[src/rtl/act_readout_seq_if.sv]
// Handshake bundle between the activation readout sequencer, its control
// source, the accelerator read port and the downstream activation stream.
interface act_readout_seq_if;
    logic        start;
    logic [11:0] act_no;
    logic        busy;
    logic        done;
    logic        err;
    logic        read_en;
    logic        read_rdy;
    logic [15:0] read_addr;
    logic        read_data_vld;
    logic        read_data_rdy;
    logic [31:0] read_data;
    logic        out_vld;
    logic        out_rdy;
    logic [11:0] out_idx;
    logic [15:0] out_act;

    // sequencer side
    modport master (
        input  start, act_no, read_rdy, read_data_vld, read_data, out_rdy,
        output busy, done, err, read_en, read_addr, read_data_rdy,
               out_vld, out_idx, out_act
    );

    // environment side (control, accelerator, downstream sink)
    modport slave (
        output start, act_no, read_rdy, read_data_vld, read_data, out_rdy,
        input  busy, done, err, read_en, read_addr, read_data_rdy,
               out_vld, out_idx, out_act
    );
endinterface

[src/rtl/act_readout_seq.sv]
// Activation readout sequencer: walks PE/activation addresses, bounds outstanding reads.
// Optional returned-index checking is built only when ACT_READOUT_CHECK_EN is defined.
//
// state   | meaning
// S_IDLE  | waiting for start
// S_ISSUE | issuing reads and forwarding returned data
// S_DRAIN | all reads issued, collecting remaining data
// S_DONE  | one-cycle completion pulse
module act_readout_seq #(
    parameter int NUM_PE  = 64,
    parameter int MAX_OUT = 2
) (
    input  logic               i_clk,
    input  logic               i_rst,
    act_readout_seq_if.master  bus
);

    localparam logic [2:0] LP_MAX_OUT = 3'(MAX_OUT);
    localparam logic [5:0] LP_PE_LAST = 6'(NUM_PE - 1);

    typedef enum logic [1:0] {
        S_IDLE  = 2'd0,
        S_ISSUE = 2'd1,
        S_DRAIN = 2'd2,
        S_DONE  = 2'd3
    } state_t;

    state_t      r_state;
    state_t      w_next;
    logic [11:0] r_act_no;
    logic [11:0] r_iss_cnt;
    logic [11:0] r_rcv_cnt;
    logic [2:0]  r_outst;
    logic [5:0]  r_pe_idx;
    logic [5:0]  r_act_addr;

    logic        w_start_acc;
    logic        w_active;
    logic        w_read_en;
    logic        w_rd_rdy;
    logic        w_issue;
    logic        w_receive;
    logic        w_unused;

    assign w_active  = (r_state == S_ISSUE) || (r_state == S_DRAIN);
    assign w_read_en = (r_state == S_ISSUE) && bus.read_rdy && (r_outst < LP_MAX_OUT);
    // data with nothing outstanding is a protocol error and is refused
    assign w_rd_rdy  = w_active && bus.out_rdy && (r_outst != 3'd0);
    assign w_issue   = w_read_en && bus.read_rdy;
    assign w_receive = bus.read_data_vld && w_rd_rdy;

    always_comb begin
        w_next      = r_state;
        w_start_acc = 1'b0;
        case (r_state)
            S_IDLE: begin
                if (bus.start) begin
                    w_start_acc = 1'b1;
                    w_next      = (bus.act_no == 12'd0) ? S_DONE : S_ISSUE;
                end
            end
            S_ISSUE: begin
                if (w_issue && (r_iss_cnt + 12'd1 == r_act_no))
                    w_next = S_DRAIN;
            end
            S_DRAIN: begin
                if (w_receive && (r_rcv_cnt + 12'd1 == r_act_no))
                    w_next = S_DONE;
            end
            S_DONE: begin
                w_next = S_IDLE;
            end
            default: begin
                w_next = S_IDLE;
            end
        endcase
    end

    always_ff @(posedge i_clk or posedge i_rst) begin
        if (i_rst) begin
            r_state    <= S_IDLE;
            r_act_no   <= 12'd0;
            r_iss_cnt  <= 12'd0;
            r_rcv_cnt  <= 12'd0;
            r_outst    <= 3'd0;
            r_pe_idx   <= 6'd0;
            r_act_addr <= 6'd0;
        end else begin
            r_state <= w_next;
            if (w_start_acc) begin
                r_act_no   <= bus.act_no;
                r_iss_cnt  <= 12'd0;
                r_rcv_cnt  <= 12'd0;
                r_outst    <= 3'd0;
                r_pe_idx   <= 6'd0;
                r_act_addr <= 6'd0;
            end else begin
                if (w_issue) begin
                    r_iss_cnt <= r_iss_cnt + 12'd1;
                    if (r_pe_idx == LP_PE_LAST) begin
                        r_pe_idx   <= 6'd0;
                        r_act_addr <= r_act_addr + 6'd1;
                    end else begin
                        r_pe_idx <= r_pe_idx + 6'd1;
                    end
                end
                if (w_receive)
                    r_rcv_cnt <= r_rcv_cnt + 12'd1;
                case ({w_issue, w_receive})
                    2'b10:   r_outst <= r_outst + 3'd1;
                    2'b01:   r_outst <= r_outst - 3'd1;
                    default: r_outst <= r_outst;
                endcase
            end
        end
    end

    assign bus.busy          = (r_state != S_IDLE);
    assign bus.done          = (r_state == S_DONE);
    assign bus.read_en       = w_read_en;
    assign bus.read_addr     = w_read_en ? {r_pe_idx, 4'b0000, r_act_addr} : 16'h0000;
    assign bus.read_data_rdy = w_rd_rdy;
    assign bus.out_vld       = w_active && bus.read_data_vld;
    assign bus.out_idx       = bus.read_data[27:16];
    assign bus.out_act       = bus.read_data[15:0];
    assign w_unused          = ^bus.read_data[31:28];

`ifdef ACT_READOUT_CHECK_EN
    // expected indices in issue order; depth 8 covers any MAX_OUT up to 7
    logic [11:0] r_exp_q [8];
    logic [2:0]  r_wr_ptr;
    logic [2:0]  r_rd_ptr;
    logic        r_err;

    always_ff @(posedge i_clk) begin
        if (w_issue)
            r_exp_q[r_wr_ptr] <= {r_pe_idx, r_act_addr};
    end

    always_ff @(posedge i_clk or posedge i_rst) begin
        if (i_rst) begin
            r_wr_ptr <= 3'd0;
            r_rd_ptr <= 3'd0;
            r_err    <= 1'b0;
        end else if (w_start_acc) begin
            r_wr_ptr <= 3'd0;
            r_rd_ptr <= 3'd0;
            r_err    <= 1'b0;
        end else begin
            if (w_issue)
                r_wr_ptr <= r_wr_ptr + 3'd1;
            if (w_receive) begin
                r_rd_ptr <= r_rd_ptr + 3'd1;
                if (bus.read_data[27:16] != r_exp_q[r_rd_ptr])
                    r_err <= 1'b1;
            end
        end
    end

    assign bus.err = r_err;
`else
    assign bus.err = 1'b0;
`endif

endmodule

[src/flat_wrapper.sv]
// flat-port wrapper written by rule: the top's interface ports become plain ports
module act_readout_seq_flat 
#(
    parameter int NUM_PE  = 64,
    parameter int MAX_OUT = 2
)
  (i_clk, i_rst, bus_start, bus_act_no, bus_read_rdy, bus_read_data_vld, bus_read_data, bus_out_rdy, bus_busy, bus_done, bus_err, bus_read_en, bus_read_addr, bus_read_data_rdy, bus_out_vld, bus_out_idx, bus_out_act);
  act_readout_seq_if bus_i ();
  input  logic i_clk;
  input  logic i_rst;
  input wire logic [$bits(bus_i.start)-1:0] bus_start;
  input wire logic [$bits(bus_i.act_no)-1:0] bus_act_no;
  input wire logic [$bits(bus_i.read_rdy)-1:0] bus_read_rdy;
  input wire logic [$bits(bus_i.read_data_vld)-1:0] bus_read_data_vld;
  input wire logic [$bits(bus_i.read_data)-1:0] bus_read_data;
  input wire logic [$bits(bus_i.out_rdy)-1:0] bus_out_rdy;
  output wire logic [$bits(bus_i.busy)-1:0] bus_busy;
  output wire logic [$bits(bus_i.done)-1:0] bus_done;
  output wire logic [$bits(bus_i.err)-1:0] bus_err;
  output wire logic [$bits(bus_i.read_en)-1:0] bus_read_en;
  output wire logic [$bits(bus_i.read_addr)-1:0] bus_read_addr;
  output wire logic [$bits(bus_i.read_data_rdy)-1:0] bus_read_data_rdy;
  output wire logic [$bits(bus_i.out_vld)-1:0] bus_out_vld;
  output wire logic [$bits(bus_i.out_idx)-1:0] bus_out_idx;
  output wire logic [$bits(bus_i.out_act)-1:0] bus_out_act;
  assign bus_i.start = bus_start;
  assign bus_i.act_no = bus_act_no;
  assign bus_i.read_rdy = bus_read_rdy;
  assign bus_i.read_data_vld = bus_read_data_vld;
  assign bus_i.read_data = bus_read_data;
  assign bus_i.out_rdy = bus_out_rdy;
  assign bus_busy = bus_i.busy;
  assign bus_done = bus_i.done;
  assign bus_err = bus_i.err;
  assign bus_read_en = bus_i.read_en;
  assign bus_read_addr = bus_i.read_addr;
  assign bus_read_data_rdy = bus_i.read_data_rdy;
  assign bus_out_vld = bus_i.out_vld;
  assign bus_out_idx = bus_i.out_idx;
  assign bus_out_act = bus_i.out_act;
  act_readout_seq #(.NUM_PE(NUM_PE), .MAX_OUT(MAX_OUT)) u_core (.i_clk(i_clk), .i_rst(i_rst), .bus(bus_i));
endmodule
[config.mk]
export PLATFORM = sky130hd
export DESIGN_NAME = act_readout_seq_flat
export DESIGN_NICKNAME = d
export VERILOG_FILES = /design/src/rtl/act_readout_seq_if.sv /design/src/rtl/act_readout_seq.sv /design/src/flat_wrapper.sv
export SDC_FILE = /design/constraint.sdc
export NUM_CORES = 1
export LEC_CHECK = 0
export BUFFER_PORTS_ARGS = -buffer_cell sky130_fd_sc_hd__buf_2
export CORE_MARGIN = 2
export CORE_UTILIZATION = 50
export DETAILED_ROUTE_END_ITERATION = 12
export GPL_TIMING_DRIVEN = 0
export PLACE_DENSITY = 0.75
export RECOVER_POWER = 25
export SETUP_SLACK_MARGIN = 0.4
export SYNTH_ARGS = -nofsm -noshare
export SYNTH_HDL_FRONTEND = slang
export SYNTH_SLANG_ARGS = --single-unit
[constraint.sdc]
create_clock -name i_clk -period 5.3 [get_ports i_clk]
set_input_delay 0.265 -clock i_clk [delete_from_list [all_inputs] [get_ports i_clk]]
set_output_delay 0.265 -clock i_clk [all_outputs]
set_load 0.1 [all_outputs]
==> results.sh, run 1 <==
export IMPL_status="finished, final reports clean"
export IMPL_synth_cells=409
export IMPL_worst_slack_ns=2.32
export IMPL_min_path_type="input pin to flip-flop"
export IMPL_crit_path_max_fanout=7
export IMPL_htreeDepth=2
export IMPL_ys_warn_count=0
export IMPL_placed_cells=575
export IMPL_synth_area_leaders="dfrtp_1 35%, xnor2_1 7.0%, buf_4 6.8%, xor2_1 6.5%, nor2_1 4.1%"
export IMPL_nets=547
export IMPL_cp_start_kind="flip-flop"
export IMPL_cts_root_buf="clkbuf_8"
export IMPL_ctsHoldBuffers=1
export IMPL_grt_pass1_vias=2939
export IMPL_ys_ff_latch=53
export IMPL_clock_path_buffers=2
export IMPL_timing_fmax_mhz=336
export IMPL_tightest_slew_ns=1.16
export IMPL_finalClockSkew_ns=0.0105
export IMPL_drv_slew=0
export IMPL_vdd_drop_max_mv=0.394
export IMPL_wl_per_cell_microns=14.8
export IMPL_dr_pass1_iters=4
export IMPL_power_leakage_nw=2.01
export IMPL_synth_main_ff_cell="dfrtp_1"
export IMPL_initial_utilization_pct=51.7
export IMPL_viasPerCell=5.31
export IMPL_fill_cells=668
export IMPL_diodes=0
export IMPL_synth_edf_count=0
export IMPL_area_growth_syn_to_layout_pct=15.1
export IMPL_synth_cell_area_sq_um=3750
export IMPL_dieArea_sq_um=8210
export IMPL_ys_types=59
export IMPL_cts_tree="yes"
export IMPL_rsz0062_at_grt="no"
export IMPL_avgSynthCellArea_sq_um=9.17
export IMPL_pin_count=100
export IMPL_setup_viol=0
export IMPL_critPathArrivalTime_ns=3.21
export IMPL_yosysSeqAreaShare_pct=35.3
export IMPL_synth_top_area_cell="dfrtp_1"
export IMPL_fin_tns_setup_ns=0
export IMPL_drt_iter0_markers=145
export IMPL_ant_nets=0
export IMPL_hold_violations=0
export IMPL_path_class="flip-flop to flip-flop"
export IMPL_cts_buffers=5
export IMPL_die_w_microns=90.6
export IMPL_cts_resized_gates=0
export IMPL_post_route_drc_count=0
export IMPL_cts_setup_buffers=0
export IMPL_clk_latency_ns=0.31
export IMPL_fin_util_pct=59.5
export IMPL_drv_cap=0
export IMPL_die_y_microns=90.6
export IMPL_ys_async_sr_fraction_pct=100
export IMPL_critPathRequiredTime_ns=5.54
export IMPL_drive_gt1_share_pct=22.9
export IMPL_yosysMostFrequentCell="dfrtp_1"
export IMPL_fin_area_sq_um=4320
export IMPL_clk_pin_slew_ns=0.10
export IMPL_relSlewSlack_pct=22.7
export IMPL_rows=31
export IMPL_hpwl_mm=6.51
export IMPL_numPortBuffers=62
export IMPL_drt_total_wl_mm=8.64
export IMPL_powerDensity_nw_per_um2=425
export IMPL_min_period_over_period_pct=56.2
export IMPL_grt_ovfl_total=0
export IMPL_finalCriticalPeriod_ns=2.98
export IMPL_gp_congestion=0.933
export IMPL_grt_max_degree=41
export IMPL_end_kind="flip-flop"
export IMPL_grt_pass1_wl_mm=14.3
export IMPL_routed_via_count=3102
export IMPL_core_sq_um=7250
export IMPL_antenna_found_initial=0
export IMPL_grtUsageTotal_pct=21.5
export IMPL_clkSinkCount=53
export IMPL_synth_top_area_share_pct=35.3
export IMPL_layout_cells_non_filler=584
export IMPL_post_place_ws_ns=2.35
export IMPL_placed_cell_area_sq_um=4220
export IMPL_ys_top_cells_by_count="53 x dfrtp_1, 41 x nor2_1, 34 x buf_4"
power breakdown:
group | total (mW) | internal, mW | switching (mW)
logic | 0.917 | 0.324 | 0.594
registers | 0.626 | 0.492 | 0.134
clock network | 0.290 | 0.154 | 0.136
total | 1.83 | 0.970 | 0.864
per-stage QoR:
stage                     hold slack, ns  total power, mW
final                              0.169             1.83
after detailed placement           0.244             1.55
after global placement             0.483             1.52
after global routing               0.197             1.94
after floorplan                    0.382             1.35
after CTS                          0.170             1.84
cells by family (layout without fill, tap and decap cells):
family / Yosys count / after routing / share of synthesized area [%]
AO/OA/AOI/OAI: 43 / 43 / 8.17
other: 1 / 5 / 0.0999
adder cells (fa/ha/maj): 13 / 13 / 4.53
XOR/XNOR: 58 / 58 / 13.5
multiplexers: 15 / 15 / 4.50
AND/OR/NAND/NOR: 162 / 162 / 23.1
flip-flops: 53 / 53 / 35.3
buffers and inverters: 64 / 136 / 10.7
final cells by class:
cell class                 instances  area (sq um)  area share [%]
buffer                            52           357            8.26
clock buffer                       7          86.3            2.00
clock inverter                     1          30.0           0.695
inverter                          12          45.0            1.04
multi-input combinational        296          2040            47.2
sequential                        53          1330            30.7
tap                               99           124            2.87
timing repair buffer              64           310            7.19
sequential cells by signal, summed over array words and instances, names as in the netlist:
| register | count |
|---|---|
| u_core.r_iss_cnt | 12 |
| u_core.r_pe_idx | 6 |
| u_core.r_outst | 3 |
| u_core.r_state | 2 |
| u_core.r_act_no | 12 |
| u_core.r_act_addr | 6 |
| u_core.r_rcv_cnt | 12 |
metal layers:
layer | GRT usage (%) | part of all wire [%] | vias up
li1 | - | - | 1504
met1 | 28.2 | 43 | 1490
met2 | 36.6 | 49 | 93
met3 | 3.26 | 5.6 | 15
met4 | 6.67 | 2.2 | 0
met5 | 0 | 0 | -
placed cells by master, fill, tap and decap left out, types with 3 or more instances in the layout:
cell,n
dfrtp_1,53
nor2_1,41
buf_2,41
buf_4,34
clkbuf_1,31
nand2_1,31
xnor2_1,30
xor2_1,28
nand3_1,15
and2_1,14
a21oi_1,12
ha_1,12
inv_1,11
mux2_2,11
nand4_1,10
o21ai_0,9
nor3_1,9
and3_1,7
or3_1,6
clkbuf_8,6
buf_1,5
nor4_1,5
conb_1,5
buf_6,4
mux2i_1,3
nand2b_1,3
worst paths after layout:
| kind | from | to | slack [ns] | cells past startpoint |
|---|---|---|---|---|
| max | u_core.r_state[0] | u_core.r_outst[2] | 2.32 | 10 |
| min | bus_act_no[3] | u_core.r_act_no[3] | 0.17 | 3 |
| max reg2reg | u_core.r_state[0] | u_core.r_outst[2] | 2.32 | 10 |
| min reg2reg | u_core.r_act_addr[5] | u_core.r_act_addr[5] | 0.55 | 2 |
| max in group asynchronous | i_rst | u_core.r_iss_cnt[10] | 4.13 | 4 |
| min in group asynchronous | i_rst | u_core.r_act_no[1] | 0.55 | 3 |
worst max-delay path: stages (launching register included):
cell and delay, ns:
dfrtp_1 0.43, inv_1 0.11, ha_1 0.37, and2_1 0.19, nand3_1 0.23, clkinv_1 0.28
ha_1 0.32, fa_1 0.38, xnor2_1 0.15, or3_1 0.31, a21oi_1 0.14
No activity file was read; power rests on OpenSTA's default activity.
==> inputs of run 2 (changes only) <==
--- a/config.mk
+++ b/config.mk
@@ -7,10 +7,10 @@
 export LEC_CHECK = 0
 export BUFFER_PORTS_ARGS = -buffer_cell sky130_fd_sc_hd__buf_2
 export CORE_MARGIN = 2
-export CORE_UTILIZATION = 50
+export CORE_UTILIZATION = 48
 export DETAILED_ROUTE_END_ITERATION = 12
 export GPL_TIMING_DRIVEN = 0
-export PLACE_DENSITY = 0.75
+export PLACE_DENSITY = 0.76
 export RECOVER_POWER = 25
 export SETUP_SLACK_MARGIN = 0.4
 export SYNTH_ARGS = -nofsm -noshare
==> constraint.sdc (replaced) <==
create_clock -name i_clk -period 2.5 [get_ports i_clk]
set_input_delay 0.125 -clock i_clk [delete_from_list [all_inputs] [get_ports i_clk]]
set_output_delay 0.125 -clock i_clk [all_outputs]
set_load 0.1 [all_outputs]
==> results.sh, run 2 (synthesized netlist as in run 1, its figures left out) <==
export IMPL_status="finished, final reports clean"
export IMPL_clkSinkCount=53
export IMPL_hpwl_mm=6.42
export IMPL_hold_worst_slack_ns=0.0521
export IMPL_drv_slew=0
export IMPL_combPwrFrac_pct=58.0
export IMPL_viasPerCell=5.53
export IMPL_relSlewSlack_pct=22.8
export IMPL_hold_path_depth=3
export IMPL_final_common_cell="buf_4"
export IMPL_timing_fmax_mhz=434
export IMPL_max_stage_delay_ns=0.41
export IMPL_critPathArrivalTime_ns=2.54
export IMPL_p_sw_mw=2.03
export IMPL_cts_tree="yes"
export IMPL_pin_count=100
export IMPL_numPortBuffers=62
export IMPL_rsz0062_at_grt="yes"
export IMPL_finalClockSkew_ns=0.0147
export IMPL_cp_slowest_cell="dfrtp_1"
export IMPL_hold_violations=0
export IMPL_layout_cells_non_filler=616
export IMPL_gp_congestion=0.936
export IMPL_fin_tns_setup_ns=0
export IMPL_grt_pass1_wl_mm=14.4
export IMPL_cp_depth=10
export IMPL_placed_cells=578
export IMPL_crit_buf_inv=3
export IMPL_clock_path_buffers=2
export IMPL_min_period_over_period_pct=92.1
export IMPL_ant_nets=0
export IMPL_cpLargestDelayFamily="adder cells"
export IMPL_setup_viol=0
export IMPL_dr_pass1_iters=5
export IMPL_grt_ovfl_total=0
export IMPL_dieArea_sq_um=8540
export IMPL_tightest_slew_ns=1.16
export IMPL_critPathRequiredTime_ns=2.74
export IMPL_seqPwrFrac_pct=30.9
export IMPL_diodes=0
export IMPL_fin_area_sq_um=4940
export IMPL_antenna_found_initial=0
export IMPL_end_kind="flip-flop"
export IMPL_cp_cell_sequence="inv_2, ha_4, nand4bb_1, buf_6, buf_4, ha_4, fa_2, xnor2_1, or3_1, a21oi_2"
export IMPL_drv_cap=0
export IMPL_grtUsageTotal_pct=21.1
export IMPL_powerDensity_nw_per_um2=869
export IMPL_power_leakage_nw=2.21
export IMPL_die_y_microns=92.4
export IMPL_final_cell_mix="62 x buf_4, 50 x dfrtp_1, 39 x nor2_1"
export IMPL_fin_util_pct=64.7
export IMPL_path_class="flip-flop to flip-flop"
export IMPL_clk_latency_ns=0.31
export IMPL_crit_path_max_fanout=4
export IMPL_worst_slack_ns=0.197
export IMPL_p_int_mw=2.27
export IMPL_core_sq_um=7650
export IMPL_placed_cell_area_sq_um=4290
export IMPL_htreeDepth=2
export IMPL_post_route_drc_count=0
export IMPL_die_w_microns=92.4
export IMPL_nets=577
export IMPL_top_regs="u_core.r_act_no: 12 flops, u_core.r_iss_cnt: 12 flops, u_core.r_rcv_cnt: 12 flops"
export IMPL_ff2ff_path_depth=10
export IMPL_post_place_ws_ns=-0.0536
export IMPL_wl_per_cell_microns=16.1
export IMPL_grt_max_degree=41
export IMPL_drt_iter0_markers=251
export IMPL_rows=32
export IMPL_crit_top_cell="ha_4"
export IMPL_cts_root_buf="clkbuf_8"
export IMPL_finalCriticalPeriod_ns=2.30
export IMPL_switching_share_pct=47.3
export IMPL_drt_total_wl_mm=9.90
export IMPL_cp_start_kind="flip-flop"
export IMPL_drive_gt1_share_pct=36.4
export IMPL_grt_pass1_vias=3052
export IMPL_routed_via_count=3407
export IMPL_area_growth_syn_to_layout_pct=31.8
export IMPL_p_clk_share_pct=11.2
export IMPL_initial_utilization_pct=49.1
export IMPL_min_path_type="input pin to flip-flop"
export IMPL_vdd_drop_max_mv=0.478
export IMPL_clk_pin_slew_ns=0.10
export IMPL_cts_buffers=5
export IMPL_power_mw=4.30
-- run 2: cell types whose count changed in the layout (fill, tap and decap cells not counted), moves of 4 or more --
cell	delta
ha_1	-5
buf_1	-4
ha_4	+4
buf_2	-12
buf_4	+28
and2_1	-13
nand3_1	-4
buf_12	+12
buf_6	+4
and2_4	+12
-- run 2: tightest hold or removal path, delay by kind of cell --
family | cells | cell delay (ns)
buffers and inverters | 1 | 0.08
AO/OA/AOI/OAI | 1 | 0.07
AND/OR/NAND/NOR | 1 | 0.04
-- run 2: worst paths after layout --
kind | startpoint | to | slack (ns)
setup / recovery | u_core.r_state[1] | u_core.r_outst[2] | 0.20
hold / removal | bus_act_no[3] | u_core.r_act_no[3] | 0.05
setup reg to reg | u_core.r_state[1] | u_core.r_outst[2] | 0.20
hold reg to reg | u_core.r_rcv_cnt[11] | u_core.r_rcv_cnt[11] | 0.58
max in group asynchronous | i_rst | u_core.r_state[0] | 1.43
min in group asynchronous | i_rst | u_core.r_pe_idx[3] | 0.42
-- run 2: timing repair --
item,4_1_cts,5_1_grt
hold endpoints to repair,13,0
resized for setup,45,59
buffers inserted,15,15
pin swaps,9,14
endpoints found under the setup margin,54,28
hold buffers,1,0
-- run 2: area by class of cell --
| type | count | area (sq um) |
|---|---|---|
| Inverter | 12 | 62.6 |
| Sequential cell | 53 | 1330 |
| Buffer | 52 | 390 |
| Clock buffer | 5 | 68.8 |
| Fill cell | 574 | 2700 |
| Multi-Input combinational cell | 296 | 2220 |
| Clock inverter | 2 | 16.3 |
| Timing Repair Buffer | 94 | 729 |
| Tap cell | 102 | 128 |
-- run 2: layer usage --
metal / wire length, microns / part of all wire, % / vias to the layer above / GRT usage (%)
li1: - / - / 1575 / -
met1: 4110 / 41 / 1672 / 27.4
met2: 4950 / 50 / 145 / 36.2
met3: 609 / 6.2 / 15 / 2.36
met4: 225 / 2.3 / 0 / 7.59
met5: 0 / 0 / - / 0
-- run 2: power by group through the flow --
stage	Sequential (mW)	Clock, mW	Combinational [mW]
5_1_grt	1.35	0.535	2.66
3_3_place_gp	1.32	0	1.96
4_1_cts	1.31	0.490	2.27
3_5_place_dp	1.34	0	2.03
2_1_floorplan	1.25	0	1.69
6_report	1.33	0.481	2.49
